`src/rtl/vram_xfer_pkg.sv`:
```
// Shared types and default sizing for the VRAM transfer controller.
// Optional stall timeout is enabled by defining VRAM_XFER_TIMEOUT_EN.
package vram_xfer_pkg;

  localparam int ADDR_W_DEF  = 25;
  localparam int DATA_W_DEF  = 16;
  localparam int LEN_W_DEF   = 8;
  localparam int SETTLE_DEF  = 8;
  localparam int TIMEOUT_DEF = 1024;

  typedef enum logic [3:0] {
    IDLE,
    W_LOAD,
    W_SETTLE,
    W_DATA,
    W_GAP,
    R_LOAD,
    R_WAIT,
    R_REQ,
    R_CAP
  } state_e;

  function automatic int imax(input int a, input int b);
    return (a > b) ? a : b;
  endfunction

endpackage

```
`src/rtl/vram_xfer_ctrl_if.sv`:
```
// Host and SDRAM FIFO-bridge signals of the VRAM transfer controller.
// master = controller side, slave = host/bridge side.
interface vram_xfer_ctrl_if #(
  parameter int ADDR_W = vram_xfer_pkg::ADDR_W_DEF,
  parameter int DATA_W = vram_xfer_pkg::DATA_W_DEF,
  parameter int LEN_W  = vram_xfer_pkg::LEN_W_DEF
);

  logic              vs;
  logic              wr_cmd_valid;
  logic              wr_cmd_ready;
  logic [ADDR_W-1:0] wr_cmd_addr;
  logic [LEN_W-1:0]  wr_cmd_len;
  logic [DATA_W-1:0] wr_src_data;
  logic              wr_src_pop;
  logic              rd_start;
  logic [ADDR_W-1:0] rd_addr;
  logic [LEN_W-1:0]  rd_len;
  logic [DATA_W-1:0] rd_word;
  logic              rd_word_valid;
  logic              busy;
  logic              err;

  logic              wr_full;
  logic              rd_empty;
  logic [DATA_W-1:0] readdata;
  logic              write_req;
  logic              write_ld;
  logic [ADDR_W-1:0] writeaddr;
  logic [DATA_W-1:0] writedata;
  logic              read_req;
  logic              read_ld;
  logic [ADDR_W-1:0] readaddr;

  modport master (
    input  vs, wr_cmd_valid, wr_cmd_addr, wr_cmd_len,
    input  wr_src_data, rd_start, rd_addr, rd_len,
    input  wr_full, rd_empty, readdata,
    output wr_cmd_ready, wr_src_pop, rd_word, rd_word_valid,
    output busy, err, write_req, write_ld, writeaddr,
    output writedata, read_req, read_ld, readaddr
  );

  modport slave (
    output vs, wr_cmd_valid, wr_cmd_addr, wr_cmd_len,
    output wr_src_data, rd_start, rd_addr, rd_len,
    output wr_full, rd_empty, readdata,
    input  wr_cmd_ready, wr_src_pop, rd_word, rd_word_valid,
    input  busy, err, write_req, write_ld, writeaddr,
    input  writedata, read_req, read_ld, readaddr
  );

endinterface

```
`src/rtl/vram_xfer_timer.sv`:
```
// Loadable down-counter shared by the settle delay and the stall timeout.
// Holds at zero; zero_o flags expiry.
module vram_xfer_timer #(
  parameter int W = 4
) (
  input  logic         clk,
  input  logic         rst,
  input  logic         load_i,
  input  logic [W-1:0] val_i,
  output logic         zero_o
);

  logic [W-1:0] cnt_q;

  always_ff @(posedge clk or posedge rst) begin
    if (rst) begin
      cnt_q <= '0;
    end else if (load_i) begin
      cnt_q <= val_i;
    end else if (cnt_q != '0) begin
      cnt_q <= cnt_q - 1'b1;
    end
  end

  assign zero_o = (cnt_q == '0);

endmodule

```
`src/rtl/vram_xfer_ctrl.sv`:
```
// Frame-synced write / on-demand read engine for an SDRAM FIFO bridge.
// Define VRAM_XFER_TIMEOUT_EN to compile in the sticky stall timeout (err).
module vram_xfer_ctrl #(
  parameter int ADDR_W  = vram_xfer_pkg::ADDR_W_DEF,
  parameter int DATA_W  = vram_xfer_pkg::DATA_W_DEF,
  parameter int LEN_W   = vram_xfer_pkg::LEN_W_DEF,
  parameter int SETTLE  = vram_xfer_pkg::SETTLE_DEF,
  parameter int TIMEOUT = vram_xfer_pkg::TIMEOUT_DEF
) (
  input logic              clk,
  input logic              reset,
  vram_xfer_ctrl_if.master bus
);

  import vram_xfer_pkg::*;

  localparam int TW = $clog2(imax(SETTLE, TIMEOUT) + 1);
  localparam logic [TW-1:0] SET_V = TW'(SETTLE - 1);
  localparam logic [TW-1:0] TO_V  = TW'(TIMEOUT - 1);

  state_e            state_q;
  logic              vs_q;
  logic              wpend_q, rpend_q;
  logic [ADDR_W-1:0] waddr_q, praddr_q;
  logic [LEN_W-1:0]  wlen_q, prlen_q, rlen_q;
  logic [LEN_W-1:0]  wcnt_q, rcnt_q;
  logic              write_req_q, write_ld_q, pop_q;
  logic              read_req_q, read_ld_q;
  logic [ADDR_W-1:0] writeaddr_q, readaddr_q;
  logic [DATA_W-1:0] writedata_q, rd_word_q;
  logic              rd_valid_q, busy_q;
`ifdef VRAM_XFER_TIMEOUT_EN
  logic              err_q;
`endif

  logic              vs_rise, stall;
  logic              tmr_ld, tmr_zero;
  logic [TW-1:0]     tmr_val;

  assign vs_rise = bus.vs & ~vs_q;
  assign stall   = (state_q == W_DATA && !write_req_q)
                || (state_q == R_WAIT);

  // Stall states count down; every other state keeps the timeout primed.
  always_comb begin
    tmr_ld  = 1'b1;
    tmr_val = TO_V;
    unique case (1'b1)
      state_q == W_LOAD:   tmr_val = SET_V;
      state_q == W_SETTLE: tmr_ld  = tmr_zero;
      stall:               tmr_ld  = 1'b0;
      default: ;
    endcase
  end

  vram_xfer_timer #(.W(TW)) u_timer (
    .clk    (clk),
    .rst    (reset),
    .load_i (tmr_ld),
    .val_i  (tmr_val),
    .zero_o (tmr_zero)
  );

  always_ff @(posedge clk or posedge reset) begin
    if (reset) begin
      state_q     <= IDLE;
      vs_q        <= 1'b0;
      wpend_q     <= 1'b0;
      rpend_q     <= 1'b0;
      waddr_q     <= '0;
      praddr_q    <= '0;
      wlen_q      <= '0;
      prlen_q     <= '0;
      rlen_q      <= '0;
      wcnt_q      <= '0;
      rcnt_q      <= '0;
      write_req_q <= 1'b0;
      write_ld_q  <= 1'b0;
      pop_q       <= 1'b0;
      read_req_q  <= 1'b0;
      read_ld_q   <= 1'b0;
      writeaddr_q <= '0;
      readaddr_q  <= '0;
      writedata_q <= '0;
      rd_word_q   <= '0;
      rd_valid_q  <= 1'b0;
      busy_q      <= 1'b0;
`ifdef VRAM_XFER_TIMEOUT_EN
      err_q       <= 1'b0;
`endif
    end else begin
      vs_q        <= bus.vs;
      write_req_q <= 1'b0;
      write_ld_q  <= 1'b0;
      pop_q       <= 1'b0;
      read_req_q  <= 1'b0;
      read_ld_q   <= 1'b0;
      rd_valid_q  <= 1'b0;
      // A zero-length job completes at acceptance.
      if (bus.wr_cmd_valid && !wpend_q) begin
        waddr_q <= bus.wr_cmd_addr;
        wlen_q  <= bus.wr_cmd_len;
        wpend_q <= (bus.wr_cmd_len != '0);
      end
      unique case (state_q)
        IDLE: begin
          if (vs_rise && wpend_q) begin
            state_q     <= W_LOAD;
            write_ld_q  <= 1'b1;
            writeaddr_q <= waddr_q;
            wcnt_q      <= '0;
            busy_q      <= 1'b1;
          end else if (rpend_q) begin
            state_q    <= R_LOAD;
            read_ld_q  <= 1'b1;
            readaddr_q <= praddr_q;
            rlen_q     <= prlen_q;
            rcnt_q     <= '0;
            rpend_q    <= 1'b0;
            busy_q     <= 1'b1;
          end
        end
        W_LOAD: state_q <= W_SETTLE;
        W_SETTLE: begin
          if (tmr_zero) begin
            state_q <= W_DATA;
            if (!bus.wr_full) begin
              write_req_q <= 1'b1;
              pop_q       <= 1'b1;
              writedata_q <= bus.wr_src_data;
              wcnt_q      <= wcnt_q + 1'b1;
            end
          end
        end
        W_DATA: begin
          if (write_req_q) begin
            state_q <= W_GAP;
          end else if (!bus.wr_full) begin
            write_req_q <= 1'b1;
            pop_q       <= 1'b1;
            writedata_q <= bus.wr_src_data;
            wcnt_q      <= wcnt_q + 1'b1;
          end
`ifdef VRAM_XFER_TIMEOUT_EN
          else if (tmr_zero) begin
            err_q   <= 1'b1;
            wpend_q <= 1'b0;
            busy_q  <= 1'b0;
            state_q <= IDLE;
          end
`endif
        end
        W_GAP: begin
          if (wcnt_q == wlen_q) begin
            state_q <= IDLE;
            wpend_q <= 1'b0;
            busy_q  <= 1'b0;
          end else begin
            state_q <= W_DATA;
            if (!bus.wr_full) begin
              write_req_q <= 1'b1;
              pop_q       <= 1'b1;
              writedata_q <= bus.wr_src_data;
              wcnt_q      <= wcnt_q + 1'b1;
            end
          end
        end
        R_LOAD: state_q <= R_WAIT;
        R_WAIT: begin
          if (!bus.rd_empty) begin
            state_q    <= R_REQ;
            read_req_q <= 1'b1;
            rcnt_q     <= rcnt_q + 1'b1;
          end
`ifdef VRAM_XFER_TIMEOUT_EN
          else if (tmr_zero) begin
            err_q   <= 1'b1;
            busy_q  <= 1'b0;
            state_q <= IDLE;
          end
`endif
        end
        R_REQ: state_q <= R_CAP;
        R_CAP: begin
          rd_word_q  <= bus.readdata;
          rd_valid_q <= 1'b1;
          if (rcnt_q == rlen_q) begin
            state_q <= IDLE;
            busy_q  <= 1'b0;
          end else begin
            state_q <= R_WAIT;
          end
        end
        default: state_q <= IDLE;
      endcase
      // A new request replaces any read still waiting to start.
      if (bus.rd_start) begin
        praddr_q <= bus.rd_addr;
        prlen_q  <= bus.rd_len;
        rpend_q  <= (bus.rd_len != '0);
      end
    end
  end

  assign bus.wr_cmd_ready  = !wpend_q;
  assign bus.write_req     = write_req_q;
  assign bus.write_ld      = write_ld_q;
  assign bus.writeaddr     = writeaddr_q;
  assign bus.writedata     = writedata_q;
  assign bus.wr_src_pop    = pop_q;
  assign bus.read_req      = read_req_q;
  assign bus.read_ld       = read_ld_q;
  assign bus.readaddr      = readaddr_q;
  assign bus.rd_word       = rd_word_q;
  assign bus.rd_word_valid = rd_valid_q;
  assign bus.busy          = busy_q;
`ifdef VRAM_XFER_TIMEOUT_EN
  assign bus.err           = err_q;
`else
  assign bus.err           = 1'b0;
`endif

endmodule
```
`src/flat_wrapper.sv`:
```
// flat-port wrapper written by rule: the top's interface ports become plain ports
module vram_xfer_ctrl_flat import vram_xfer_pkg::*;
#(
  parameter int ADDR_W  = vram_xfer_pkg::ADDR_W_DEF,
  parameter int DATA_W  = vram_xfer_pkg::DATA_W_DEF,
  parameter int LEN_W   = vram_xfer_pkg::LEN_W_DEF,
  parameter int SETTLE  = vram_xfer_pkg::SETTLE_DEF,
  parameter int TIMEOUT = vram_xfer_pkg::TIMEOUT_DEF
)
  (clk, reset, bus_vs, bus_wr_cmd_valid, bus_wr_cmd_addr, bus_wr_cmd_len, bus_wr_src_data, bus_rd_start, bus_rd_addr, bus_rd_len, bus_wr_full, bus_rd_empty, bus_readdata, bus_wr_cmd_ready, bus_wr_src_pop, bus_rd_word, bus_rd_word_valid, bus_busy, bus_err, bus_write_req, bus_write_ld, bus_writeaddr, bus_writedata, bus_read_req, bus_read_ld, bus_readaddr);
  vram_xfer_ctrl_if #(.ADDR_W(ADDR_W), .DATA_W(DATA_W), .LEN_W(LEN_W)) bus_i ();
  input logic clk;
  input logic reset;
  input wire logic [$bits(bus_i.vs)-1:0] bus_vs;
  input wire logic [$bits(bus_i.wr_cmd_valid)-1:0] bus_wr_cmd_valid;
  input wire logic [$bits(bus_i.wr_cmd_addr)-1:0] bus_wr_cmd_addr;
  input wire logic [$bits(bus_i.wr_cmd_len)-1:0] bus_wr_cmd_len;
  input wire logic [$bits(bus_i.wr_src_data)-1:0] bus_wr_src_data;
  input wire logic [$bits(bus_i.rd_start)-1:0] bus_rd_start;
  input wire logic [$bits(bus_i.rd_addr)-1:0] bus_rd_addr;
  input wire logic [$bits(bus_i.rd_len)-1:0] bus_rd_len;
  input wire logic [$bits(bus_i.wr_full)-1:0] bus_wr_full;
  input wire logic [$bits(bus_i.rd_empty)-1:0] bus_rd_empty;
  input wire logic [$bits(bus_i.readdata)-1:0] bus_readdata;
  output wire logic [$bits(bus_i.wr_cmd_ready)-1:0] bus_wr_cmd_ready;
  output wire logic [$bits(bus_i.wr_src_pop)-1:0] bus_wr_src_pop;
  output wire logic [$bits(bus_i.rd_word)-1:0] bus_rd_word;
  output wire logic [$bits(bus_i.rd_word_valid)-1:0] bus_rd_word_valid;
  output wire logic [$bits(bus_i.busy)-1:0] bus_busy;
  output wire logic [$bits(bus_i.err)-1:0] bus_err;
  output wire logic [$bits(bus_i.write_req)-1:0] bus_write_req;
  output wire logic [$bits(bus_i.write_ld)-1:0] bus_write_ld;
  output wire logic [$bits(bus_i.writeaddr)-1:0] bus_writeaddr;
  output wire logic [$bits(bus_i.writedata)-1:0] bus_writedata;
  output wire logic [$bits(bus_i.read_req)-1:0] bus_read_req;
  output wire logic [$bits(bus_i.read_ld)-1:0] bus_read_ld;
  output wire logic [$bits(bus_i.readaddr)-1:0] bus_readaddr;
  assign bus_i.vs = bus_vs;
  assign bus_i.wr_cmd_valid = bus_wr_cmd_valid;
  assign bus_i.wr_cmd_addr = bus_wr_cmd_addr;
  assign bus_i.wr_cmd_len = bus_wr_cmd_len;
  assign bus_i.wr_src_data = bus_wr_src_data;
  assign bus_i.rd_start = bus_rd_start;
  assign bus_i.rd_addr = bus_rd_addr;
  assign bus_i.rd_len = bus_rd_len;
  assign bus_i.wr_full = bus_wr_full;
  assign bus_i.rd_empty = bus_rd_empty;
  assign bus_i.readdata = bus_readdata;
  assign bus_wr_cmd_ready = bus_i.wr_cmd_ready;
  assign bus_wr_src_pop = bus_i.wr_src_pop;
  assign bus_rd_word = bus_i.rd_word;
  assign bus_rd_word_valid = bus_i.rd_word_valid;
  assign bus_busy = bus_i.busy;
  assign bus_err = bus_i.err;
  assign bus_write_req = bus_i.write_req;
  assign bus_write_ld = bus_i.write_ld;
  assign bus_writeaddr = bus_i.writeaddr;
  assign bus_writedata = bus_i.writedata;
  assign bus_read_req = bus_i.read_req;
  assign bus_read_ld = bus_i.read_ld;
  assign bus_readaddr = bus_i.readaddr;
  vram_xfer_ctrl #(.ADDR_W(ADDR_W), .DATA_W(DATA_W), .LEN_W(LEN_W), .SETTLE(SETTLE), .TIMEOUT(TIMEOUT)) u_core (.clk(clk), .reset(reset), .bus(bus_i));
endmodule
```
`config.mk`:
```
export PLATFORM = sky130hd
export DESIGN_NAME = vram_xfer_ctrl_flat
export DESIGN_NICKNAME = d
export VERILOG_FILES = /design/src/rtl/vram_xfer_pkg.sv /design/src/rtl/vram_xfer_ctrl_if.sv /design/src/rtl/vram_xfer_timer.sv /design/src/rtl/vram_xfer_ctrl.sv /design/src/flat_wrapper.sv
export SDC_FILE = /design/constraint.sdc
export NUM_CORES = 1
export LEC_CHECK = 0
export BUFFER_PORTS_ARGS = -buffer_cell sky130_fd_sc_hd__buf_2
export CAP_MARGIN = 10
export CORE_AREA = 2 2 127 129
export CTS_CLUSTER_SIZE = 28
export DETAILED_ROUTE_END_ITERATION = 8
export DIE_AREA = 0 0 129 131
export HOLD_SLACK_MARGIN = 0.03
export PLACE_DENSITY_LB_ADDON = 0.08
export RECOVER_POWER = 100
export SLEW_MARGIN = 15
export SYNTH_ARGS = -nofsm -noshare
export SYNTH_HDL_FRONTEND = slang
export SYNTH_SLANG_ARGS = --single-unit
```
`constraint.sdc`:
```
create_clock -name clk -period 7.8 [get_ports clk]
set_input_delay 1.17 -clock clk [delete_from_list [all_inputs] [get_ports clk]]
set_output_delay 1.17 -clock clk [all_outputs]
set_load 0.01 [all_outputs]
```
==> out/results.ini, run 1 <==
[status]
status=finished, violations left
violations=max-capacitance violations, max-slew violations

[clocking]
path_clk_slew_ns=0.07
cts_tree=done
post_cts_resized=0
clock_latency_ns=0.43
htreeDepth=4
hold_buffers=0
clock-sinks=196
cts_root_buffer=clkbuf_16
post-cts-setup-buffers=0
cts_buffers=17
clock_path_buffers=2

[cells_and_area]
multiInputGateArea_um2=2970
instances_no_fill=1067
seqCellArea_um2=4900
area_growth_syn_to_layout_pct=19.2
antenna_cells=0
fin_area_um2=9690
fin_util_pct=62.1
drive_above_1_share_pct=29.6
fill_cells=1333
fin_nets=946

[synth]
synth-edff-count=0
yosys.area_share.simple_pct=11.4
syn_nets=758
synthTopCellsByCount=196 x dfrtp_1, 116 x nand2_1, 115 x mux2_2
synth_top_area_cell=dfrtp_1
avgSynthCellArea_um2=12.5
async_flop_share_pct=100
ys_types=55
yosys-top-cells-area=dfrtp_1 60%, mux2_2 16%, nand2_1 5.4%
syn_area_um2=8130
synth.yosys.seq_area_share_pct=60.3
synth_most_common_cell=dfrtp_1
ys.flop_type=dfrtp_1
synth-seq-cells=196
synth_top_family_by_area=multiplexers
synthCells=650
synth_fa_ha_area_share_pct=0.462
synth-compound-area-share_pct=4.43
synth_top_area_share_pct=60.3
ys_warn_count=0
synthXorXnorAreaFrac_pct=3.12
synthMuxAreaShare_pct=17.7

[place]
portBuffers=194
place_congestion=0.859
dp_cells=1035
dpl_cell_area_um2=9270
hpwl_um=12100

[timing]
skew_ns=0.00870
drv_slew=147
fmax_ghz=0.247
max-slew-margin-rel_pct=-97.6
fin_tns_setup_ns=0
rsz0062_at_grt=false
setup_viol=0
layout_worst_path_cycle_share_pct=51.9
post-route-min-period_ns=4.05
final_hold_viol_count=0
worst_pin_slew_ns=2.96

[route]
num_vias=5562
firstDrtPassIters=4
routedWlPerCell_um=15.9
drc=0
initialDrtViolationCount=247
ant_nets=0
drt-total-wl_um=17000
post_drt_via_cell_ratio=5.21

[global_route]
met1_usage_pct=25.0
grt_pass1_vias=5704
grtUsageTotal_pct=20.7
use_met3_pct=5.42
antenna_found_initial=0
overflow=0
top_usage_layer=met2
grt_first_pass_wirelength_um=27500
use_met2_pct=36.4
grt_max_degree=149

[worst_setup_path]
critPathMaxStageDelay_ns=1.96
critPathMaxFanout=148
crit_buf_inv=3
worst-setup-path-type=in -> async
crit_path_top_delay_cell=clkbuf_1
cp_top_family=buffers and inverters
crit_path_end_kind=async pin
cpMostUsedCell=clkbuf_1
critPathLaunchType=input pin
required_ns=7.76
arrival_ns=4.01
crit_chain=clkbuf_1 -> inv_8 -> clkbuf_1

[floorplanning]
die_w_um=129
die-height_um=131
num_rows=46
initial_utilization_pct=52.1
ioPinCount=196
dieArea_um2=16900
core_um2=15600

[power]
powerDensity_nw_per_um2=370
p_leak_uw=0.00450
vdd_ir_drop_max_uv=186

[run]
max-cap-violations=5

[min_path]
hold_path.class=reg -> reg

## cell families after synthesis
group / after synthesis
multiplexers: 125
flip-flops: 196
buffers and inverters: 43
AO/OA/AOI/OAI: 56
adder cells (fa/ha/maj): 3
XOR/XNOR: 29
AND/OR/NAND/NOR: 197
other: 1
## final timing paths
kind,slack (ns),start,end,cells past startpoint
min in group asynchronous,0.98,reset,u_core.praddr_q[0],2
worst max-delay path,3.75,reset,u_core.bus.writedata[7],3
worst max register to register,4.23,u_core.state_q[1],u_core.rcnt_q[1],6
max in group clk,3.93,bus_vs,u_core.rcnt_q[1],7
worst min register to register,0.46,u_core.prlen_q[2],u_core.rlen_q[2],2
worst min-delay path,0.46,u_core.prlen_q[2],u_core.rlen_q[2],2
## through the flow
step / setup WS (ns) / power (uW) / hold WS, ns
3_3_place_gp: 4.58 / 2740 / 0.443
3_5_place_dp: 4.52 / 2800 / 0.449
2_1_floorplan: 1.29 / 2380 / 0.435
5_1_grt: 2.99 / 3820 / 0.497
6_report: 3.75 / 3580 / 0.465
4_1_cts: 4.94 / 3720 / 0.472
## worst register-to-register path: stages (launching register included)
cell	delay, ns
dfrtp_1	0.58
or2_2	0.24
nor2_1	0.05
nand3_1	0.08
clkbuf_1	1.09
inv_1	1.03
o21ai_0	0.40
## layout make-up
cell class | instances | share of cell area, %
Timing Repair Buffer | 198 | 8.97
Clock inverter | 13 | 1.79
Tap cell | 216 | 2.79
Sequential cell | 196 | 50.6
Clock buffer | 19 | 4.57
Multi-Input combinational cell | 411 | 30.6
Inverter | 14 | 0.633
## layer usage
layer / vias to the layer above / wire (um)
li1: 2602 / -
met1: 2813 / 6800
met2: 128 / 9210
met3: 19 / 767
met4: 0 / 234
met5: - / 0
## power by group
group | total (uW) | leakage [uW] | switching, uW | internal, uW
combinational | 1050 | 0.00178 | 574 | 476
sequential | 1630 | 0.00242 | 248 | 1380
clock | 905 | 0.000296 | 385 | 520
## sequential cells by signal, indices dropped and copies added, names as in the netlist, 4 cells and up
signal                cells
u_core.bus.writedata     16
u_core.wlen_q             8
u_core.u_timer.cnt_q     11
u_core.rlen_q             8
u_core.wcnt_q             8
u_core.bus.writeaddr     25
u_core.prlen_q            8
u_core.bus.readaddr      25
u_core.praddr_q          25
u_core.waddr_q           25
u_core.state_q            4
u_core.rcnt_q             8
u_core.bus.rd_word       16
## cells in the final DEF, fill, tap and decap left out, drive strengths merged, types with 6 or more instances in the layout
cell,synthesis,final
a21oi,13,13
buf,13,101
clkbuf,16,116
dfrtp,196,196
inv,14,17
mux2,124,124
nand2,116,116
nand2b,6,6
nand3,9,9
nor2,24,24
nor3,9,9
nor4,6,6
o21ai,19,19
o41ai,7,7
or4,6,6
xnor2,17,17
xor2,12,12
No activity file was read; power rests on OpenSTA's default activity.
==> run 2, diff against run 1 <==
--- a/config.mk
+++ b/config.mk
@@ -5,12 +5,13 @@
 export SDC_FILE = /design/constraint.sdc
 export NUM_CORES = 1
 export LEC_CHECK = 0
+export ABC_AREA = 1
 export BUFFER_PORTS_ARGS = -buffer_cell sky130_fd_sc_hd__buf_2
 export CAP_MARGIN = 10
-export CORE_AREA = 2 2 127 129
+export CORE_AREA = 2 2 134 136
 export CTS_CLUSTER_SIZE = 28
 export DETAILED_ROUTE_END_ITERATION = 8
-export DIE_AREA = 0 0 129 131
+export DIE_AREA = 0 0 136 138
 export HOLD_SLACK_MARGIN = 0.03
 export PLACE_DENSITY_LB_ADDON = 0.08
 export RECOVER_POWER = 100
==> constraint.sdc (replaced) <==
create_clock -name clk -period 3.35 [get_ports clk]
set_input_delay 0.5025 -clock clk [delete_from_list [all_inputs] [get_ports clk]]
set_output_delay 0.5025 -clock clk [all_outputs]
set_load 0.01 [all_outputs]
==> run 2 against run 1 <==
- the run still ends with max-capacitance violations, max-slew violations left
- clock-buffer cell count fell by 1
- combinational power rose to 2.7 times the previous value
- cell count rose by 22%
- clock power rose by 130%
- first-iteration DRC count rose by 28%
- non-clock buffer count rose by 5
- synthesized cell count rose by 33%
- critical path type is now reg -> reg
==> out/results.ini, run 2 <==
[synth]
synth-seq-cells=196
syn_nets=970
synthCells=862
synth_most_common_cell=nand2_1
avgSynthCellArea_um2=9.70
synthTopCellsByCount=259 x nand2_1, 196 x dfrtp_1, 73 x inv_1
ys_warn_count=0
yosys-top-cells-area=dfrtp_1 59%, nand2_1 12%, mux2_2 7.4%
ys_types=42
synth-edff-count=0
syn_area_um2=8360
synth_top_area_cell=dfrtp_1
ys.flop_type=dfrtp_1
synth.yosys.seq_area_share_pct=58.7
async_flop_share_pct=100
synth_top_area_share_pct=58.7

[timing]
layout_worst_path_cycle_share_pct=76.4
post-route-min-period_ns=2.56
setup_viol=0
fin_tns_setup_ns=0
fmax_ghz=0.391
skew_ns=0.0121
final_hold_viol_count=0
max-slew-margin-rel_pct=-32.7
rsz0062_at_grt=false
worst_pin_slew_ns=1.99
whs_ns=0.211
drv_slew=69

[power]
vdd_ir_drop_max_uv=445
p_seq_share_pct=43.5
p_int_uw=5440
powerDensity_nw_per_um2=867
swShare_pct=37.0
power.total_uw=8640
p_switching_uw=3200
pwr-share-clk_pct=23.8
pwr-share-comb_pct=32.7
p_leak_uw=0.00493

[clocking]
clock_path_buffers=2
post_cts_resized=0
clock_latency_ns=0.43
clock-sinks=196
cts_root_buffer=clkbuf_16
htreeDepth=4
cts_buffers=17
post-cts-setup-buffers=0
cts_tree=done
path_clk_slew_ns=0.07
hold_buffers=0

[route]
num_vias=6170
post_drt_via_cell_ratio=4.75
routedWlPerCell_um=13.0
wl_met3_um=706
ant_nets=0
firstDrtPassIters=4
wl_met1_um=7950
routed.top_layer=met4
initialDrtViolationCount=316
met2_length_um=8060
drt-total-wl_um=16900
drc=0

[place]
place_congestion=0.793
dpl_cell_area_um2=9560
hpwl_um=11700
portBuffers=194
dp_cells=1267

[worst_setup_path]
arrival_ns=2.87
crit_path_end_kind=flip-flop
crit_chain=nor2_4 -> nand2_4 -> nor2_1 -> clkbuf_1 -> mux2_2
critPathMaxStageDelay_ns=1.11
required_ns=3.66
critPathMaxFanout=26
worst-setup-path-type=reg -> reg
critPathLaunchType=flip-flop
crit_path_top_delay_cell=clkbuf_1

[run]
max-cap-violations=2

[cells_and_area]
drive_above_1_share_pct=19.7
fin_nets=1165
most-common-layout-cells=266 x nand2_1, 196 x dfrtp_1, 102 x buf_2, 98 x clkbuf_1, 75 x inv_1
antenna_cells=0
instances_no_fill=1299
fin_area_um2=9960
final_common_cell=nand2_1
area_growth_syn_to_layout_pct=19.1

[floorplanning]
die-height_um=138
core_um2=17500
num_rows=49
die_w_um=136
dieArea_um2=18800
initial_utilization_pct=47.7
ioPinCount=196

[global_route]
grt_max_degree=105
antenna_found_initial=0
grtUsageTotal_pct=18.8
overflow=0
grt_pass1_vias=5857
grt_first_pass_wirelength_um=28600

[status]
violations=max-capacitance violations, max-slew violations
status=finished, violations left

[min_path]
hold_path.class=in -> reg

run 2: layer usage:
metal  vias up  track usage (%)
li1       3116                -
met1      2910             26.3
met2       128             29.8
met3        16             4.22
met4         0             5.04
met5         -                0
run 2: path summary, 6_finish.rpt:
check | startpoint | endpoint | cells after the start | slack [ns]
setup / recovery | u_core.state_q[0] | u_core.bus.writeaddr[18] | 5 | 0.79
hold / removal | bus_vs | u_core.vs_q | 1 | 0.21
setup reg to reg | u_core.state_q[0] | u_core.bus.writeaddr[18] | 5 | 0.79
hold reg to reg | u_core.praddr_q[23] | u_core.praddr_q[23] | 2 | 0.47
max in group asynchronous | reset | u_core.wcnt_q[3] | 3 | 1.16
min in group asynchronous | reset | u_core.bus.read_ld | 2 | 0.22
run 2: power groups by stage:
stage               Clock, uW  Sequential [uW]  Combinational, uW
finish                   2060             3750               2830
detailed placement          0             3780               3070
floorplan                   0             3950               1890
global placement            0             3780               3000
CTS                      2120             3750               3080
global route             2210             3880               3230
run 2: final cells by class:
cell class	instances	area, um2
Clock buffer	18	439
Timing Repair Buffer	203	896
Sequential cell	196	4900
Clock inverter	14	171
Inverter	79	305
Tap cell	229	287
Fill cell	1674	7580
Multi-Input combinational cell	560	2950
run 2: logic make-up (layout without fill, tap and decap cells):
family / Yosys count / after routing / synth area share (%)
AOI/OAI and AO/OA: 92 / 92 / 5.87
xor gates and xnor gates: 15 / 15 / 1.57
other: 1 / 1 / 0.0449
buffers and inverters: 106 / 314 / 5.33
muxes: 58 / 58 / 7.81
adders and majority gates: 3 / 3 / 0.449
and+or+nand+nor: 391 / 391 / 20.2
DFF: 196 / 196 / 58.7
run 2: worst max-delay path, delay by kind of cell, from the launching register on:
| family | cells | cell delay [ns] |
|---|---|---|
| flops | 1 | 0.45 |
| buf+inv | 1 | 1.11 |
| mux | 1 | 0.44 |
| simple gates | 3 | 0.42 |
run 2: stage by stage:
step	utilization [%]	worst slack (ns)
2_1_floorplan	-	0.315
3_3_place_gp	54.5	1.16
3_5_place_dp	54.5	1.09
4_1_cts	58.0	1.29
5_1_grt	56.8	0.572
6_report	56.8	0.791
